<file path="src/rtl/fetch_pkg.sv">
// rtl/fetch_pkg.sv - shared fetch-stage types, condition codes and PC constants
//
// Purpose: definitions shared by the PC sequencer and the later pipelined fetch.
//   state_t        : sequencer FSM states (IDLE, INC, TGT)
//   CC_*           : WISC branch condition-code encodings
//   PC_RESET       : architectural PC after reset
//   PC_STEP        : sequential fetch increment (one 16-bit instruction word)
//   sext_offset()  : turns a 9-bit word offset into a 16-bit byte offset
package fetch_pkg;

  typedef enum logic [1:0] {
    IDLE = 2'd0,
    INC  = 2'd1,
    TGT  = 2'd2
  } state_t;

  localparam logic [2:0] CC_NE     = 3'd0;  // Z=0
  localparam logic [2:0] CC_EQ     = 3'd1;  // Z=1
  localparam logic [2:0] CC_GT     = 3'd2;  // Z=0 and N=0
  localparam logic [2:0] CC_LT     = 3'd3;  // N=1
  localparam logic [2:0] CC_GE     = 3'd4;  // Z=1 or (Z=0 and N=0)
  localparam logic [2:0] CC_LE     = 3'd5;  // N=1 or Z=1
  localparam logic [2:0] CC_OVF    = 3'd6;  // V=1
  localparam logic [2:0] CC_UNCOND = 3'd7;  // always

  localparam logic [15:0] PC_RESET = 16'h0000;
  localparam logic [15:0] PC_STEP  = 16'h0002;

  // Offset is in instruction words; the PC is a byte address, hence the
  // extra zero LSB after sign extension.
  function automatic logic [15:0] sext_offset(input logic [8:0] off);
    return {{6{off[8]}}, off, 1'b0};
  endfunction

endpackage

</file>
<file path="src/rtl/pc_sequencer_if.sv">
// rtl/pc_sequencer_if.sv - request/status bundle between fetch control and the PC sequencer
//
// Purpose: groups the next-PC request and its status outputs.
//   start   : request a next-PC computation (taken only while ready=1)
//   branch  : instruction is a branch
//   C       : 3-bit condition code
//   I       : 9-bit signed offset in instruction words
//   F       : flags {Z,V,N}
//   halt    : instruction is HLT
//   pc      : architectural PC
//   ready   : sequencer idle
//   done    : one-cycle pulse, pc holds the committed value
//   halted  : sticky halt status
// Modports: master drives the request, slave is the sequencer.
interface pc_sequencer_if;

  logic        start;
  logic        branch;
  logic [2:0]  C;
  logic [8:0]  I;
  logic [2:0]  F;
  logic        halt;
  logic [15:0] pc;
  logic        ready;
  logic        done;
  logic        halted;

  modport master (
    output start, branch, C, I, F, halt,
    input  pc, ready, done, halted
  );

  modport slave (
    input  start, branch, C, I, F, halt,
    output pc, ready, done, halted
  );

endinterface

</file>
<file path="src/rtl/branch_cond_eval.sv">
// rtl/branch_cond_eval.sv - WISC branch condition evaluation against the flag register
//
// Purpose: combinational decode of a condition code against the flags.
//   i_c     : condition code (CC_* from fetch_pkg)
//   i_f     : flags {Z,V,N}
//   o_taken : condition holds (caller still qualifies with "is a branch")
module branch_cond_eval
  import fetch_pkg::*;
(
  input  logic [2:0] i_c,
  input  logic [2:0] i_f,
  output logic       o_taken
);

  logic w_z;
  logic w_v;
  logic w_n;

  assign {w_z, w_v, w_n} = i_f;

  always_comb begin
    o_taken = 1'b0;
    case (i_c)
      CC_NE:     o_taken = !w_z;
      CC_EQ:     o_taken = w_z;
      CC_GT:     o_taken = !w_z && !w_n;
      CC_LT:     o_taken = w_n;
      CC_GE:     o_taken = w_z || (!w_z && !w_n);
      CC_LE:     o_taken = w_n || w_z;
      CC_OVF:    o_taken = w_v;
      CC_UNCOND: o_taken = 1'b1;
      default:   o_taken = 1'b0;
    endcase
  end

endmodule

</file>
<file path="src/rtl/rca16.sv">
// rtl/rca16.sv - 16-bit ripple-carry adder, carry-out discarded
//
// Purpose: plain ripple-carry adder; PC arithmetic is modulo 2^16 so no
// carry-out is produced.
//   i_x, i_y : 16-bit operands
//   i_cin    : carry into bit 0
//   o_sum    : 16-bit sum
module rca16 (
  input  logic [15:0] i_x,
  input  logic [15:0] i_y,
  input  logic        i_cin,
  output logic [15:0] o_sum
);

  logic w_carry;

  always_comb begin
    w_carry = i_cin;
    o_sum   = '0;
    for (int k = 0; k < 16; k++) begin
      o_sum[k] = i_x[k] ^ i_y[k] ^ w_carry;
      w_carry  = (i_x[k] & i_y[k]) | (i_x[k] & w_carry) | (i_y[k] & w_carry);
    end
  end

endmodule

</file>
<file path="src/rtl/pc_sequencer.sv">
// rtl/pc_sequencer.sv - multi-cycle next-PC controller sharing one adder for PC+2 and branch target
//
// Purpose: holds the architectural PC and commits one new PC per request.
// A single ripple-carry adder first computes PC+2 (INC) and, for taken
// branches, then (PC+2)+offset (TGT).
//   clk  : clock, rising edge
//   rst  : synchronous active-high reset
//   bus  : pc_sequencer_if.slave (start/branch/C/I/F/halt in, pc/ready/done/halted out)
module pc_sequencer
  import fetch_pkg::*;
(
  input  logic                 clk,
  input  logic                 rst,
  pc_sequencer_if.slave        bus
);

  state_t      r_state;
  state_t      w_next_state;

  logic [15:0] r_pc;
  logic [15:0] r_pc_plus2;
  logic        r_done;
  logic        r_halted;

  // Request fields captured at acceptance; the bus may change afterwards.
  logic        r_branch;
  logic [2:0]  r_c;
  logic [8:0]  r_i;
  logic [2:0]  r_f;

  logic        w_accept;
  logic        w_halt_accept;
  logic        w_commit;
  logic        w_cond;
  logic        w_taken;
  logic [15:0] w_add_x;
  logic [15:0] w_add_y;
  logic [15:0] w_sum;

  branch_cond_eval u_cond (
    .i_c     (r_c),
    .i_f     (r_f),
    .o_taken (w_cond)
  );

  assign w_taken = r_branch && w_cond;

  rca16 u_adder (
    .i_x   (w_add_x),
    .i_y   (w_add_y),
    .i_cin (1'b0),
    .o_sum (w_sum)
  );

  always_ff @(posedge clk) begin
    if (rst) begin
      r_state <= IDLE;
    end else begin
      r_state <= w_next_state;
    end
  end

  // Next state plus adder operand selection. Outside TGT the adder is
  // parked on pc+2 so INC needs no special operand path.
  always_comb begin
    w_next_state  = r_state;
    w_add_x       = r_pc;
    w_add_y       = PC_STEP;
    w_accept      = 1'b0;
    w_halt_accept = 1'b0;
    w_commit      = 1'b0;
    unique case (r_state)
      IDLE: begin
        if (bus.start && !r_halted) begin
          if (bus.halt) begin
            w_halt_accept = 1'b1;
          end else begin
            w_accept     = 1'b1;
            w_next_state = INC;
          end
        end
      end
      INC: begin
        if (w_taken) begin
          w_next_state = TGT;
        end else begin
          w_commit     = 1'b1;
          w_next_state = IDLE;
        end
      end
      TGT: begin
        w_add_x      = r_pc_plus2;
        w_add_y      = sext_offset(r_i);
        w_commit     = 1'b1;
        w_next_state = IDLE;
      end
      default: begin
        w_next_state = IDLE;
      end
    endcase
  end

  always_ff @(posedge clk) begin
    if (rst) begin
      r_pc       <= PC_RESET;
      r_pc_plus2 <= PC_RESET;
      r_done     <= 1'b0;
      r_halted   <= 1'b0;
      r_branch   <= 1'b0;
      r_c        <= 3'd0;
      r_i        <= 9'd0;
      r_f        <= 3'd0;
    end else begin
      // A halting request finishes immediately: no PC change, just the pulse.
      r_done <= w_commit || w_halt_accept;
      if (w_halt_accept) begin
        r_halted <= 1'b1;
      end
      if (w_accept) begin
        r_branch <= bus.branch;
        r_c      <= bus.C;
        r_i      <= bus.I;
        r_f      <= bus.F;
      end
      if (r_state == INC) begin
        r_pc_plus2 <= w_sum;
      end
      if (w_commit) begin
        r_pc <= w_sum;
      end
    end
  end

  assign bus.pc     = r_pc;
  assign bus.ready  = (r_state == IDLE);
  assign bus.done   = r_done;
  assign bus.halted = r_halted;

endmodule

</file>
<file path="src/flat_wrapper.sv">
// flat-port wrapper written by rule: the top's interface ports become plain ports
module pc_sequencer_flat import fetch_pkg::*;
  (clk, rst, bus_start, bus_branch, bus_C, bus_I, bus_F, bus_halt, bus_pc, bus_ready, bus_done, bus_halted);
  pc_sequencer_if bus_i ();
  input  logic clk;
  input  logic rst;
  input wire logic [$bits(bus_i.start)-1:0] bus_start;
  input wire logic [$bits(bus_i.branch)-1:0] bus_branch;
  input wire logic [$bits(bus_i.C)-1:0] bus_C;
  input wire logic [$bits(bus_i.I)-1:0] bus_I;
  input wire logic [$bits(bus_i.F)-1:0] bus_F;
  input wire logic [$bits(bus_i.halt)-1:0] bus_halt;
  output wire logic [$bits(bus_i.pc)-1:0] bus_pc;
  output wire logic [$bits(bus_i.ready)-1:0] bus_ready;
  output wire logic [$bits(bus_i.done)-1:0] bus_done;
  output wire logic [$bits(bus_i.halted)-1:0] bus_halted;
  assign bus_i.start = bus_start;
  assign bus_i.branch = bus_branch;
  assign bus_i.C = bus_C;
  assign bus_i.I = bus_I;
  assign bus_i.F = bus_F;
  assign bus_i.halt = bus_halt;
  assign bus_pc = bus_i.pc;
  assign bus_ready = bus_i.ready;
  assign bus_done = bus_i.done;
  assign bus_halted = bus_i.halted;
  pc_sequencer u_core (.clk(clk), .rst(rst), .bus(bus_i));
endmodule
</file>
<file path="config.mk">
export PLATFORM = sky130hd
export DESIGN_NAME = pc_sequencer_flat
export DESIGN_NICKNAME = d
export VERILOG_FILES = /design/src/rtl/fetch_pkg.sv /design/src/rtl/pc_sequencer_if.sv /design/src/rtl/branch_cond_eval.sv /design/src/rtl/rca16.sv /design/src/rtl/pc_sequencer.sv /design/src/flat_wrapper.sv
export SDC_FILE = /design/constraint.sdc
export NUM_CORES = 1
export LEC_CHECK = 0
export CORE_UTILIZATION = 54
export DETAILED_ROUTE_END_ITERATION = 16
export PLACE_DENSITY_LB_ADDON = 0.25
export SKIP_CTS_REPAIR_TIMING = 1
export SLEW_MARGIN = 10
export SYNTH_ARGS = -nofsm -noshare
export SYNTH_HDL_FRONTEND = slang
export SYNTH_SLANG_ARGS = --single-unit
</file>
<file path="constraint.sdc">
create_clock -name clk -period 16.9 [get_ports clk]
set_input_delay 1.69 -clock clk [delete_from_list [all_inputs] [get_ports clk]]
set_output_delay 1.69 -clock clk [all_outputs]
set_load 0.01 [all_outputs]
</file>
==> reports/qor.yml <==
finish:
  multi_input_area_um2: 1440
  n_fill_cell: 379
  n_antenna_cell: 0
  final_cell_mix: "63 x nand2_1, 52 x dfxtp_1, 38 x clkdlybuf4s50_1"
  final_nets: 339
  drive_gt1_share_pct: 9.93
  ff_latch_area_um2: 1040
  layout_commonest_cell: "nand2_1"
  final_util_pct: 68.3
  area_growth_pct: 19.1
global_routing:
  grt_pass1_wl_um: 8100
  first_global_vias: 1844
  globalRouteOverflowTotal: 0
  grtUsageTotal_pct: 20.7
  grt_max_degree: 41
  antenna_found_initial: 0
sta:
  slew_viol_final: 0
  period_minus_slack_ns: 7.21
  fmax_mhz: 139
  rsz0062_at_grt: "no"
  tns_ns: 0
  setup_viol: 0
  relSlewSlack_pct: 28.8
  fin_skew_ns: 0.00539
  period_share_pct: 42.7
  tightestPinTransition_ns: 1.07
  final_hold_viol_count: 0
status:
  status: "completed"
cts:
  clockRootBuffer: "clkbuf_8"
  cts_tree: "done"
  cts_sinks: 52
  cts_max_level: 2
  clk_pin_slew_ns: 0.09
  insertion_delay_ns: 0.31
  cts_buffer_depth: 2
  cts_buffers: 5
floorplan:
  fp.dieArea_um2: 5030
  row_count: 24
  die_h_um: 71.0
  coreArea_um2: 4470
  start_util_pct: 57.4
  ios: 39
  die_x_um: 71.0
worst_setup_path:
  slowest_delay_ns: 0.42
  cp.arrival_ns: 7.42
  path_cells: "inv_1 -> ha_1 -> buf_4 -> mux2_2 -> ha_1 -> inv_1 -> fa_1 -> inv_1 -> fa_1 -> fa_1 -> fa_1 -> fa_1 -> fa_1 -> fa_1 -> fa_1 -> fa_1 -> fa_1 -> fa_1 -> fa_1 -> fa_1 -> xnor2_1 -> xnor2_1 -> nor2_1 -> mux2_2"
  cp_top_family: "adder cells"
  worst_setup_path_end_kind: "flip-flop"
  path_common_cell: "fa_1"
  critPathKind: "reg -> reg"
  critPathMaxFanout: 20
  cp-start-kind: "flip-flop"
  cp.required_ns: 17.11
  slowest_stage: "fa_1"
  path_buf_inv: 4
power_and_ir_drop:
  total_leakage_power_nw: 1.15
  report.power.total_w: 0.000222
  power.density_nw_per_um2: 72.5
  ir_worst_vdd_mv: 0.0498
place:
  place_congestion: 0.788
  io_buffer_count: 38
  post-dp-hpwl_um: 3260
logic_synthesis:
  synth-async-reset-ratio_pct: 0
  avgSynthCellArea_um2: 9.58
  netlist_area_um2: 2570
  ys_ff_latch: 52
  netlist_instances: 268
  synth_ff_type: "dfxtp_1"
  synth_edf_count: 0
  yosysSeqAreaShare_pct: 40.5
  ys_warn_count: 0
  yosysUniqueCellTypes: 31
  synth_fp_nets: 306
routing:
  routed_wl_um: 4600
  drc: 0
  vias: 1870
  drtIter0Drc: 56
  avgRoutedWirePerCell_um: 13.0
  final_antenna_net_count: 0
  drt_first_pass_iters: 6
  vias_per_cell: 5.28
worst_hold_path:
  min_path_type: "reg -> reg"
job:
  cap_viol_max_count: 0
-- final timing paths --
kind | cells past startpoint | endpoint | from | slack [ns]
setup / recovery | 24 | u_core.bus.pc[15] | u_core.r_state[0] | 9.69
hold reg to reg | 2 | u_core.r_i[4] | u_core.r_i[4] | 0.46
hold / removal | 2 | u_core.r_i[4] | u_core.r_i[4] | 0.46
setup reg to reg | 24 | u_core.bus.pc[15] | u_core.r_state[0] | 9.69
-- cell families after synthesis --
logic type / synth area share, %
xor+xnor: 0.682
mux: 18.3
fa+ha+maj: 12.6
buf+inv: 3.36
compound gates: 7.26
flops: 40.5
simple gates: 17.3
-- Yosys cell counts, types with 2 or more instances --
library cell | number | area, µm²
a211oi_1 | 3 | 22.5
a21oi_1 | 17 | 85.1
a31oi_1 | 2 | 12.5
and2_1 | 8 | 50.1
buf_1 | 2 | 7.51
clkbuf_1 | 11 | 41.3
dfxtp_1 | 52 | 1040
fa_1 | 13 | 260
ha_1 | 5 | 62.6
inv_1 | 5 | 18.8
mux2_2 | 16 | 180
mux2i_1 | 29 | 290
nand2_1 | 63 | 236
nand2b_1 | 2 | 12.5
nor2_1 | 21 | 78.8
nor2b_1 | 3 | 18.8
xnor2_1 | 2 | 17.5
-- sequential cells by signal, summed over array words and instances, names as in the netlist --
name               cells
u_core.r_branch        1
u_core.r_c             3
u_core.bus.pc         16
u_core.bus.done        1
u_core.r_pc_plus2     16
u_core.r_state         2
u_core.bus.halted      1
u_core.r_f             3
u_core.r_i             9
-- layer usage --
metal / track usage [%] / up-vias / routed length [µm]
met5: 0 / - / 0
li1: - / 948 / -
met4: 8.00 / 0 / 68
met1: 25.7 / 881 / 2150
met3: 4.27 / 6 / 140
met2: 35.7 / 35 / 2250
-- through the flow --
step | instance area [µm²] | hold WS (ns) | instances | setup slack (ns)
after floorplan | 2570 | 0.431 | 268 | 9.56
after global placement | 2960 | 0.442 | 346 | 9.85
after detailed placement | 2960 | 0.449 | 346 | 9.74
after CTS | 3060 | 0.461 | 354 | 9.71
after global routing | 3060 | 0.473 | 354 | 9.41
final | 3060 | 0.458 | 354 | 9.69
-- layout make-up --
| class | instances | share of cell area [%] |
|---|---|---|
| inverter | 6 | 0.736 |
| multi-input combinational | 196 | 47.1 |
| sequential | 52 | 34.0 |
| tap | 52 | 2.13 |
| timing repair buffer | 40 | 12.9 |
| clock buffer | 7 | 2.82 |
| clock inverter | 1 | 0.245 |
-- tightest hold or removal path: cells and delay by family (launching register included) --
kind             cells  cell delay [ns]
AND/OR/NAND/NOR      1             0.05
flip-flops           1             0.32
AO/OA/AOI/OAI        1             0.05
-- report_power, final --
part           internal, W  switching (W)  leakage (nW)  total (W)
clock network    0.0000333      0.0000405        0.0445  0.0000738
registers         0.000125     0.00000192         0.421   0.000127
logic            0.0000102      0.0000103         0.682  0.0000205
total             0.000169      0.0000528          1.15   0.000222
Note: power is estimated with default switching activity, not from simulation.
